## src/rtl/product_acc_pkg.sv

```systemverilog
// Shared types and helpers for the product accumulator: FSM state encoding,
// the stream byte width, and the byte-count calculation.
package product_acc_pkg;

   typedef enum logic [0:0] {
      ACCUM = 1'b0,
      DRAIN = 1'b1
   } acc_state_t;

   localparam int BYTE_W = 8;

   function automatic int byte_count(input int acc_w);
      return acc_w / BYTE_W;
   endfunction

endpackage

```

## src/rtl/product_acc_add.sv

```systemverilog
// Combinational accumulate step returning {sum, carry}.
// With PRODUCT_ACC_SATURATE_EN defined, a carry-out clamps the sum to all-ones.
module acc_add #(
   parameter int PROD_W = 8,
   parameter int ACC_W  = 16
) (
   input  logic [ACC_W-1:0]  acc,
   input  logic [PROD_W-1:0] prod,
   output logic [ACC_W-1:0]  sum,
   output logic              carry
);

   logic [ACC_W:0] full;

   assign full  = {1'b0, acc} + {{(ACC_W + 1 - PROD_W){1'b0}}, prod};
   assign carry = full[ACC_W];

`ifdef PRODUCT_ACC_SATURATE_EN
   // Once clamped, any further non-zero product carries again, so it stays clamped.
   assign sum = carry ? {ACC_W{1'b1}} : full[ACC_W-1:0];
`else
   assign sum = full[ACC_W-1:0];
`endif

endmodule

```

## src/rtl/product_accumulator.sv

```systemverilog
// Sums blocks of COUNT_N products and drains each sum LSB-byte-first over a
// byte-wide valid/ready stream. Optional macro: PRODUCT_ACC_SATURATE_EN.
//
// state | meaning
// ACCUM | accepting products into acc; flush or the last product starts a drain
// DRAIN | presenting acc one byte per handshake; products refused
module product_accumulator
   import product_acc_pkg::*;
#(
   parameter int PROD_W  = 8,
   parameter int ACC_W   = 16,
   parameter int COUNT_N = 8
) (
   input  logic              clk,
   input  logic              rst,
   input  logic              prod_valid,
   output logic              prod_ready,
   input  logic [PROD_W-1:0] prod_data,
   input  logic              flush,
   output logic              out_valid,
   input  logic              out_ready,
   output logic [7:0]        out_data,
   output logic              out_last,
   output logic              ovf
);

   localparam int N_BYTES = byte_count(ACC_W);
   localparam int IDX_W   = (N_BYTES > 1) ? $clog2(N_BYTES) : 1;
   localparam int CNT_W   = (COUNT_N > 1) ? $clog2(COUNT_N) : 1;
   localparam logic [IDX_W-1:0] IDX_LAST = IDX_W'(N_BYTES - 1);
   localparam logic [CNT_W-1:0] CNT_LAST = CNT_W'(COUNT_N - 1);

   acc_state_t       state;
   logic [ACC_W-1:0] acc;
   logic [CNT_W-1:0] cnt;
   logic [IDX_W-1:0] byte_idx;
   logic [ACC_W-1:0] sum;
   logic             carry;
   logic [ACC_W-1:0] acc_shifted;

   acc_add #(
      .PROD_W (PROD_W),
      .ACC_W  (ACC_W)
   ) u_add (
      .acc   (acc),
      .prod  (prod_data),
      .sum   (sum),
      .carry (carry)
   );

   assign prod_ready  = (state == ACCUM);
   assign out_valid   = (state == DRAIN);
   assign acc_shifted = acc >> (BYTE_W * byte_idx);
   assign out_data    = out_valid ? acc_shifted[BYTE_W-1:0] : 8'h00;
   assign out_last    = out_valid && (byte_idx == IDX_LAST);

   always_ff @(posedge clk or posedge rst) begin
      if (rst) begin
         state    <= ACCUM;
         acc      <= '0;
         cnt      <= '0;
         byte_idx <= '0;
         ovf      <= 1'b0;
      end else begin
         case (state)
            ACCUM: begin
               if (prod_valid) begin
                  acc <= sum;
                  cnt <= cnt + 1'b1;
                  if (carry) ovf <= 1'b1;
               end
               if ((prod_valid && cnt == CNT_LAST) || flush) state <= DRAIN;
            end
            DRAIN: begin
               if (out_ready) begin
                  if (byte_idx == IDX_LAST) begin
                     state    <= ACCUM;
                     acc      <= '0;
                     cnt      <= '0;
                     byte_idx <= '0;
                     ovf      <= 1'b0;
                  end else begin
                     byte_idx <= byte_idx + 1'b1;
                  end
               end
            end
            default: state <= ACCUM;
         endcase
      end
   end

endmodule

```

## config.mk

```make
export PLATFORM = sky130hd
export DESIGN_NAME = product_accumulator
export DESIGN_NICKNAME = d
export VERILOG_FILES = /design/src/rtl/product_acc_pkg.sv /design/src/rtl/product_acc_add.sv /design/src/rtl/product_accumulator.sv
export SDC_FILE = /design/constraint.sdc
export NUM_CORES = 1
export LEC_CHECK = 0
export ABC_CLOCK_PERIOD_IN_PS = 2000
export CORE_ASPECT_RATIO = 2
export CORE_MARGIN = 2
export CORE_UTILIZATION = 47
export DETAILED_ROUTE_END_ITERATION = 10
export PLACE_DENSITY = 0.78
export SLEW_MARGIN = 20
export SYNTH_ARGS = -nofsm -noshare
export SYNTH_HDL_FRONTEND = slang
export SYNTH_SLANG_ARGS = --single-unit
export TNS_END_PERCENT = 5
```

## constraint.sdc

```tcl
create_clock -name clk -period 2 [get_ports clk]
set_clock_uncertainty 0.2 [all_clocks]
set_input_delay 0.3 -clock clk [delete_from_list [all_inputs] [get_ports clk]]
set_output_delay 0.3 -clock clk [all_outputs]
set_load 0.01 [all_outputs]
```

# Word-level counts from Yosys, hierarchy flattened
# Index checks and enable logic that the tools add are counted.
# W data, S select, Z words.
# totals
in_bits,13
regBits,22
out_inout_bits,12
wordCells,40
# op_classes
n_eq_ne,5
shift,1
n_reduce_logical,6
n_bitwise,1
addsub,3
n_mux,19
# ops
cell,count
$mux W16,3
$pmux W16 S2,1
$add A16 B8 Y17,1
$shr A16 B4 Y8,1
$mux W3,3
$mux W1,8
$mux W8,1
$pmux W3 S2,1
$ne A2 B1 Y1 const B,2
$ne A2 B2 Y1 const B,2
$pmux W1 S2,2
$reduce_and A4 Y1,1
$add A3 B1 Y3 const B,1
$eq A3 B3 Y1 const B,1
$reduce_and A3 Y1,1
$logic_and A1 B1 Y1,2
$reduce_and A2 Y1,1
$add A1 B1 Y1 const B,1
$logic_or A1 B1 Y1,1
$not A1 Y1,1

# Depth between registers and ports, before layout
# Gate-level depths: netlist of run 1.
# logic_depth
word_depth,5
depth_mapped,8
ltp_nobuf,8

# Cells and area by module
# Synthesis of run 1 repeated with hierarchy kept, for this count alone.
# unflattened
hier_cells,203
hier_area_um2,1828.0
# by_module_without_submodules
module,seq_area_each_um2,area_per_inst_um2,instances,cells_per_inst
product_accumulator,550.5,1233.7,1,119
acc_add,0.0,594.3,1,84

# Worst setup path after synthesis of run 1
# No wires, ideal clock.
# synth_path
path_kind,register -> register
startpoint,reg acc[0]
endpoint,reg acc[14]
setup_time_ps,77
stages_incl_launch_ff,9
t_required_ps,1723
path_buffers,0
t_arrival_ps,1936
synth_period_minus_slack_ps,2213
slack_ps,-213
cell_sequence,dfrtp_1 -> ha_1 -> inv_1 -> fa_1 -> nand2b_1 -> a211oi_2 -> nor2_2 -> or3_1 -> a21oi_1
# synth_via
elab_chain_len,3
# synth_rtl
element,line_no,rtl
from (decl),product_accumulator.sv:34,logic [ACC_W-1:0] acc;
from (signal assigned),product_accumulator.sv:68,acc <= sum;
$add A16 B8 Y17,product_acc_add.sv:15,"assign full = {1'b0, acc} + {{(ACC_W + 1 - PROD_W){1'b0}}, prod};"
$mux W16,product_accumulator.sv:67,if (prod_valid) begin
$pmux W16 S2,product_accumulator.sv:65,case (state)
# No other way between the ends. The select of a mux whose other input is x is not followed.
# A chain may end at the register's enable or synchronous reset.

# Worst setup path in the final report of run 1
# Same ends and word-level chain as after synthesis.

==> results.toml, run 1 <==
[synthesis]
ys_seq_area_share_pct = 36.88
synthSimpleGateAreaFrac_pct = 17.94
avgSynthCellArea_um2 = 9.388
synth_xor_area_share_pct = 5.281
synth-compound-area-share_pct = 20.20
yosys_warnings = 0
synth_nets = 183
synth_top_family_by_area = "compound AO/OA/AOI/OAI gates"
synth_area_mm2 = 0.001493
synth_cell_types = 42
muxShareOfSynthArea_pct = 5.365
syn_inst = 159
synth-adder-area-share_pct = 9.723
synth_seq_cells = 22

[clocking]
ctsHtreeMaxLevel = 1
root_buffer = "clkbuf_8"
path_clk_slew_ns = 0.08
cts_buffer_depth = 2
cts_tree = "built"
clkSinkCount = 22
cts_made_buffers = 3
clk-insertion-delay-late_ns = 0.27

[final_layout]
final_util_pct = 68.84
fin_nets = 240
layout-drive-gt1-share_pct = 26.98
layout_commonest_cell = "buf_4"
stdcell_area_mm2 = 0.002123
n_antenna_cell = 0
area_growth_pct = 42.25
nFillCells = 243
final_cell_mix = "buf_4, dfrtp_1, nor2_1, nand3_1, dlygate4sd2_1"

[worst_setup_path]
r2r_slack_ns = -0.21
crit_type = "register to register"
cp.required_ns = 2.00
cp_data_arrival_time_ns = 2.21
critPathLaunchType = "register"
worst-path-max-fanout = 5
ff2ff_path_depth = 8
worstReg2RegEnd = "acc[14]$_DFFE_PP0P_"
r2r-start = "acc[0]$_DFFE_PP0P_"
end_kind = "register"
startpoint = "acc[0]$_DFFE_PP0P_"

[sta]
post-route-period-util_pct = 110.3
setup_viol = 7
fmax_ghz = 0.4532
hold_ws_ns = 0.2043
slew_headroom_pct = 77.24
tns_ns = -0.7028
period_minus_slack_ns = 2.207
drv_slew = 0
final-hold-violation-count = 0
rsz0062_at_grt = "true"
layout_setup_ws_ns = -0.2068
tightest_slew_ns = 0.3400

[job]
drv_cap = 0

[routing]
drc = 0
route.met2.wl_um = 2015
drtPass1Iterations = 4
drtIter0Drc = 30
highest_layer = "met4"
antenna_left = 0
drt-total-wl_um = 3685
wl_met1_um = 1476
routed_via_density = 5.626
wl_met3_um = 101
post_drt_wl_per_cell_um = 14.98
vias = 1384

[grt]
track_usage_pct = 22.16
grt_pass1_wl_um = 6299
grt_overflow_total = 0
grt_pass1_vias = 1411
grt_max_degree = 23
antenna_found_initial = 0

[placed_design]
io_buffers = 24
post-dp-hpwl_um = 2833
place_area_mm2 = 0.002013
gp_congestion = 0.7803

[die]
die_area_mm2 = 0.003670
io_pins = 25
coreArea_mm2 = 0.003084
die_y_um = 83.70
num_rows = 29
die_w_um = 43.85
initial_core_util_pct = 48.40

[power]
power.leakage_nw = 1.042
peakVddDrop_v = 0.0006652
total_power_mw = 2.677
power.density_mw_per_mm2 = 1261

[run_status]
violations = "setup timing"
status = "finished, violations left"

[worst_hold_path]
hold_class = "input port to asynchronous set/reset pin"
[stage by stage]
step                      setup slack, ns  instances
final                             -0.2068        246
after global routing              -0.3346        246
after CTS                         -0.2014        246
after detailed placement          -0.5723        240
after global placement            -0.5310        240
after floorplan                   -0.1148        159
[cell type report]
cell class | instances | area [um2] | area share (%)
multi-input cells | 123 | 928.4 | 43.72
flip-flops and latches | 22 | 550.5 | 25.93
repair buffers | 60 | 510.5 | 24.04
clock buffers | 3 | 41.29 | 1.945
well taps | 31 | 38.79 | 1.827
clock inverters | 1 | 30.03 | 1.414
inverters | 6 | 23.77 | 1.120
[per-layer routing]
metal,vias to the layer above,track usage [%]
met4,0,8.264
met1,653,26.60
met2,35,38.77
li1,687,-
met3,9,2.165
met5,-,0
[cell usage after synthesis (all sizes together)]
master	number	area, um2
nor2b	2	12.51
o2111ai	1	8.760
a31oi	1	6.260
clkbuf	5	20.01
xnor2	2	17.52
inv	5	18.77
buf	3	26.27
o311ai	1	8.760
mux2i	8	80.08
a21o	3	23.77
o21ai	13	68.81
nand3	13	70.07
or4b	1	10.01
o31ai	4	30.03
dfrtp	22	550.5
or3	2	12.51
nor2	13	51.30
and3	1	6.260
ha	10	125.1
a41oi	1	16.27
nand4	5	31.28
clkinv	1	3.750
o211ai	5	42.54
a21oi	10	61.31
fa	1	20.02
xor2	7	61.31
a22oi	1	7.510
and2	1	6.260
nand2b	3	26.27
a211oi	3	27.52
nand2	11	41.29
[kinds of logic (layout without fill, tap and decap cells)]
logic type,count (synthesis),after routing
mux,8,8
buf+inv,14,70
compound gates,43,43
flops,22,22
xor+xnor,9,9
fa+ha+maj,11,11
simple gates,52,52
[what timing repair did]
action,in CTS,in global routing
setup buffers,2,0
hold buffers,0,0
endpoints found under the hold margin,0,0
setup endpoints to repair,19,12
pin swaps,13,0
resized for setup,17,3
[worst max-delay path by stage]
stage                               end  slack (ns)  cells past startpoint
finish              acc[14]$_DFFE_PP0P_       -0.21                      8
global route        acc[14]$_DFFE_PP0P_       -0.33                      8
CTS                 acc[14]$_DFFE_PP0P_       -0.20                      8
detailed placement  acc[14]$_DFFE_PP0P_       -0.57                      9
global placement    acc[14]$_DFFE_PP0P_       -0.53                      9
floorplan           acc[14]$_DFFE_PP0P_       -0.11                      8
[critical path, cell delays in order (launching register included)]
cell and delay [ns]:
dfrtp_1 0.38, ha_2 0.19, inv_2 0.04, fa_2 0.34, nand2b_4 0.16, a211oi_4 0.24, nor2_2 0.10, or3_1 0.35
a21oi_1 0.14
[sequential cells by signal, indices dropped and copies added (netlist names)]
name	flops
out_valid	1
byte_idx	1
ovf	1
cnt	3
acc	16
[where the power goes]
| part | internal [mW] | leakage (nW) | switching (mW) |
|---|---|---|---|
| clock network | 0.268 | 0.0357 | 0.152 |
| registers | 0.566 | 0.292 | 0.113 |
| logic | 0.809 | 0.714 | 0.769 |
Note: power is estimated with default switching activity, not from simulation.
==> run 2: changes to the inputs <==
--- a/config.mk
+++ b/config.mk
@@ -9,6 +9,7 @@
 export CORE_ASPECT_RATIO = 2
 export CORE_MARGIN = 2
 export CORE_UTILIZATION = 47
+export CTS_CLUSTER_SIZE = 40
 export DETAILED_ROUTE_END_ITERATION = 10
 export PLACE_DENSITY = 0.78
 export SLEW_MARGIN = 20
==> results of run 2 <==
The final DEF is identical to that of run 1; final timing and power are the same.
==> run 3: changes to the inputs <==
--- a/config.mk
+++ b/config.mk
@@ -12,6 +12,7 @@
 export CTS_CLUSTER_SIZE = 40
 export DETAILED_ROUTE_END_ITERATION = 10
 export PLACE_DENSITY = 0.78
+export REMOVE_ABC_BUFFERS = 1
 export SLEW_MARGIN = 20
 export SYNTH_ARGS = -nofsm -noshare
 export SYNTH_HDL_FRONTEND = slang
==> run 3 against run 2 <==
Compared with the run above:
- the flow still finishes with violations (setup timing)
- non-clock buffer count up 7
- flip-flop and latch count unchanged
- global-route usage up 2.7 points
- core utilization up 4.9 points
- sequential power up 1%
- clock power up 2%
- critical path depth unchanged
- critical path type unchanged
- highest routed layer unchanged
==> results.toml, run 3 (same netlist as run 1, synthesis figures left out) <==
[run_status]
status = "finished, violations left"
violations = "setup timing"

[routing]
wl_met3_um = 218
routed_via_density = 5.850
vias = 1480
highest_layer = "met4"
drc = 0
drt-total-wl_um = 4209
drtIter0Drc = 37
drtPass1Iterations = 4
wl_met1_um = 1517
antenna_left = 0
route.met2.wl_um = 2357
post_drt_wl_per_cell_um = 16.64

[worst_setup_path]
crit_type = "register to register"
cp.required_ns = 2.00
end_kind = "register"
critPathLaunchType = "register"
worst-path-max-fanout = 2
cp_data_arrival_time_ns = 2.16
path_delay_family = "simple AND/OR/NAND/NOR gates"
slowest_stage = "dfrtp_1"
worst-path-buf-inv = 1
path_cells = "ha_2 -> inv_2 -> fa_2 -> nand2b_4 -> a211oi_4 -> nor2_2 -> or3_4 -> a21oi_2"
cpPeakStageDelay_ns = 0.37

[clocking]
path_clk_slew_ns = 0.09
cts_buffer_depth = 2
cts_tree = "built"
clk-insertion-delay-late_ns = 0.27
ctsHtreeMaxLevel = 1
clkSinkCount = 22
hold_buffers = 0
cts_made_buffers = 3
root_buffer = "clkbuf_8"

[final_layout]
layout-drive-gt1-share_pct = 34.68
n_antenna_cell = 0
reg_top3 = "acc (16), cnt (3)"
largest_reg_flops = 16
area_growth_pct = 52.39
max_flop_register = "acc"
layout_commonest_cell = "buf_4"
final_cell_mix = "buf_4, dfrtp_1, dlygate4sd2_1"
fin_nets = 247

[job]
drv_cap = 0

[sta]
final-hold-violation-count = 0
setup_viol = 8
slew_headroom_pct = 74.83
hold_ws_ns = 0.1620
period_minus_slack_ns = 2.165
rsz0062_at_grt = "true"
drv_slew = 0
tns_ns = -0.7898
layout_setup_ws_ns = -0.1647
post-route-period-util_pct = 108.2
fmax_ghz = 0.4620
tightest_slew_ns = 0.3762

[die]
initial_core_util_pct = 48.40
die_area_mm2 = 0.003670
coreArea_mm2 = 0.003084
die_y_um = 83.70
io_pins = 25
die_w_um = 43.85
num_rows = 29

[power]
power.leakage_nw = 1.074
peakVddDrop_v = 0.0007839
power.density_mw_per_mm2 = 1268

[grt]
grt_pass1_wl_um = 6913
grt_overflow_total = 0
track_usage_pct = 24.89
grt_max_degree = 23
antenna_found_initial = 0
grt_pass1_vias = 1518

[placed_design]
gp_congestion = 0.8601
io_buffers = 24
post-dp-hpwl_um = 2881

[worst_hold_path]
hold_class = "input port to asynchronous set/reset pin"
## run 3: area by class of cell
type                    count  area (um2)
flip-flops and latches     22       550.5
multi-input cells         123        1035
repair buffers             67       556.8
inverters                   6       22.52
clock buffers               3       41.29
fillers                   215       809.5
well taps                  31       38.79
clock inverters             1       30.03
## run 3: repair_timing
action | CTS | global route
endpoints found under the setup margin | 20 | 13
gates cloned | 0 | 0
resized for setup | 34 | 13
buffers inserted | 4 | 0
pin swaps | 17 | 14
## run 3: per-stage QoR
stage | area (um2) | utilization [%] | worst slack, ns | power [mW] | instances
3_3_place_gp | 2018 | 65.44 | -0.5765 | 2.158 | 245
4_1_cts | 2216 | 71.85 | -0.1968 | 2.768 | 253
5_1_grt | 2275 | 73.75 | -0.2588 | 3.083 | 253
2_1_floorplan | 1446 | - | -0.2132 | 1.449 | 151
6_report | 2275 | 73.75 | -0.1647 | 2.885 | 253
3_5_place_dp | 2018 | 65.44 | -0.6989 | 2.208 | 245
## run 3: worst paths after layout
path | from | endpoint | slack, ns | depth (start not counted)
setup / recovery | acc[0]$_DFFE_PP0P_ | acc[14]$_DFFE_PP0P_ | -0.16 | 8
hold / removal | rst | byte_idx$_DFFE_PP0P_ | 0.16 | 3
setup reg to reg | acc[0]$_DFFE_PP0P_ | acc[14]$_DFFE_PP0P_ | -0.16 | 8
hold reg to reg | cnt[0]$_DFFE_PP0P_ | cnt[0]$_DFFE_PP0P_ | 0.31 | 1
max in group asynchronous | rst | acc[1]$_DFFE_PP0P_ | 1.20 | 3
min in group clk | cnt[0]$_DFFE_PP0P_ | cnt[0]$_DFFE_PP0P_ | 0.31 | 1
## run 3: worst min-delay path, delay by kind of cell
family	cells	cell delay [ns]
buffers and inverters	3	0.73
## run 3: per-layer routing
metal / GRT usage (%) / vias up
met1: 27.49 / 702
met2: 44.12 / 63
li1: - / 700
met3: 4.329 / 15
met4: 10.47 / 0
met5: 0 / -
## run 3: report_power, final
group | total (mW) | leakage (nW) | switching, mW | internal, mW
combinational | 1.77 | 0.746 | 0.864 | 0.905
sequential | 0.688 | 0.292 | 0.122 | 0.566
clock | 0.428 | 0.0357 | 0.160 | 0.268
==> RTL edit (config.mk and constraints of run 3) <==
Change the parameter `COUNT_N` from 8 to 16.
--- a/src/rtl/product_accumulator.sv
+++ b/src/rtl/product_accumulator.sv
@@ -11,3 +11,3 @@
    parameter int ACC_W   = 16,
-   parameter int COUNT_N = 8
+   parameter int COUNT_N = 16
 ) (
Function: changed (a bounded check fails within 10 cycles, from zero or initial values and one cycle with rst high).
==> RTL edit against run 3 <==
  * The flow still finishes with violations (negative setup slack)
  * Cell count fell by 5.1%
  * Routed wire length fell by 13%
  * Core utilization fell by 5.9 points
  * Area after synthesis barely moved
  * Count of clock-buffer cells in the layout did not move
  * Setup slack got worse by 0.16 ns
  * Sequential cell count rose by 1
  * Cell area fell by 8.0%
  * Global-route usage fell by 2.9 points
  * Total power fell by 13%
==> RTL edit: results <==
[status]
outcome = "finished, violations left"
violations = "negative setup slack"

[timing]
slew_headroom = 0.7968
setup_viol = 11
worst_slack_ns = -0.3242

[worst_setup_path]
cp_max_fo = 5
max_stage_delay_ns = 0.43
critPathArrivalTime_ns = 2.35
worstRegToRegCells = 10

[placement]
place_congestion = 0.8159
dpl.hpwl_um = 2583
dp_cells = 231

[finish]
final.fill_count = 262
drive_above_1_share = 0.2536

[synthesis]
synth_cell_types = 40
synth_area_per_cell_um2 = 9.439
synthTopCellsByArea = "dfrtp_1 39%, ha_1 7.6%, mux2i_1 6.0%"

[route]
finalWirelength_um = 3647
first_iter_violations = 18

[power_and_ir_drop]
ir_drop_mv = 0.7676
switching_share = 0.3990

[grt]
grt_usage = 0.2196
grt_max_degree = 24
grt_first_pass_wirelength_um = 6182
grt_pass1_vias = 1405
RTL edit: through the flow:
step | setup slack (ns) | cell area, um2 | setup TNS, ns
2_1_floorplan | -0.2424 | 1468 | -1.165
3_3_place_gp | -0.7288 | 1939 | -7.230
3_5_place_dp | -0.8068 | 1939 | -7.968
4_1_cts | -0.4007 | 2059 | -2.611
5_1_grt | -0.3821 | 2092 | -2.687
6_report | -0.3242 | 2092 | -1.554
RTL edit: worst max-delay path by stage:
stage | from | to | slack (ns) | cells after the start
2_1_floorplan | acc[0] | acc[14] | -0.24 | 9
3_3_place_gp | prod_data[0] | acc[14] | -0.73 | 10
3_5_place_dp | prod_data[0] | acc[14] | -0.81 | 10
4_1_cts | acc[0] | acc[14] | -0.40 | 10
5_1_grt | acc[0] | acc[14] | -0.38 | 10
6_report | acc[0] | acc[14] | -0.32 | 10
RTL edit: timing repair:
item,in CTS,in global routing
hold buffers,0,0
buffers inserted,3,2
gates resized for setup,22,6
endpoints found under the hold margin,0,0
setup endpoints to repair,21,14
pin swaps,11,8
RTL edit: layout make-up:
type	instances	area [um2]	area share
multi-input cells	123	944.7	0.4516
flip-flops and latches	23	575.6	0.2751
repair buffers	53	460.4	0.2201
clock buffers	3	41.29	0.01974
well taps	31	38.79	0.01854
inverters	6	26.28	0.01256
clock inverters	1	5.005	0.002392
RTL edit: cell families (layout without fill, tap and decap cells):
kind of cell    count (synthesis)  count (layout)  synth area share
simple gates                   61              61            0.1971
compound gates                 31              31            0.1661
flops                          23              23            0.3859
xor+xnor                       12              12           0.07047
buf+inv                        12              63           0.03104
fa+ha+maj                      10              10           0.08893
mux                             9               9           0.06041
RTL edit: per-layer routing:
layer  vias up  routed length (um)  track usage
met2        38                1983       0.3717
met3         5                 147      0.03463
li1        657                   -            -
met5         -                   0            0
met4         0                  53      0.07713
met1       643                1462       0.2711
RTL edit: worst register-to-register path, cell delays in order, from the launching register on:
cell	delay, ns
dfrtp_1	0.39
ha_4	0.15
inv_2	0.04
fa_2	0.36
nor2b_4	0.12
o31a_1	0.14
o21a_2	0.16
o31ai_4	0.07
buf_6	0.13
or4_4	0.43
nand2_2	0.08
RTL edit: power groups by stage:
stage | clock, mW | combinational (mW) | sequential, mW
after detailed placement | 0 | 1.40 | 0.693
after global placement | 0 | 1.36 | 0.687
after floorplan | 0 | 0.732 | 0.718
after global routing | 0.322 | 1.64 | 0.724
final | 0.304 | 1.49 | 0.705
after CTS | 0.304 | 1.47 | 0.698
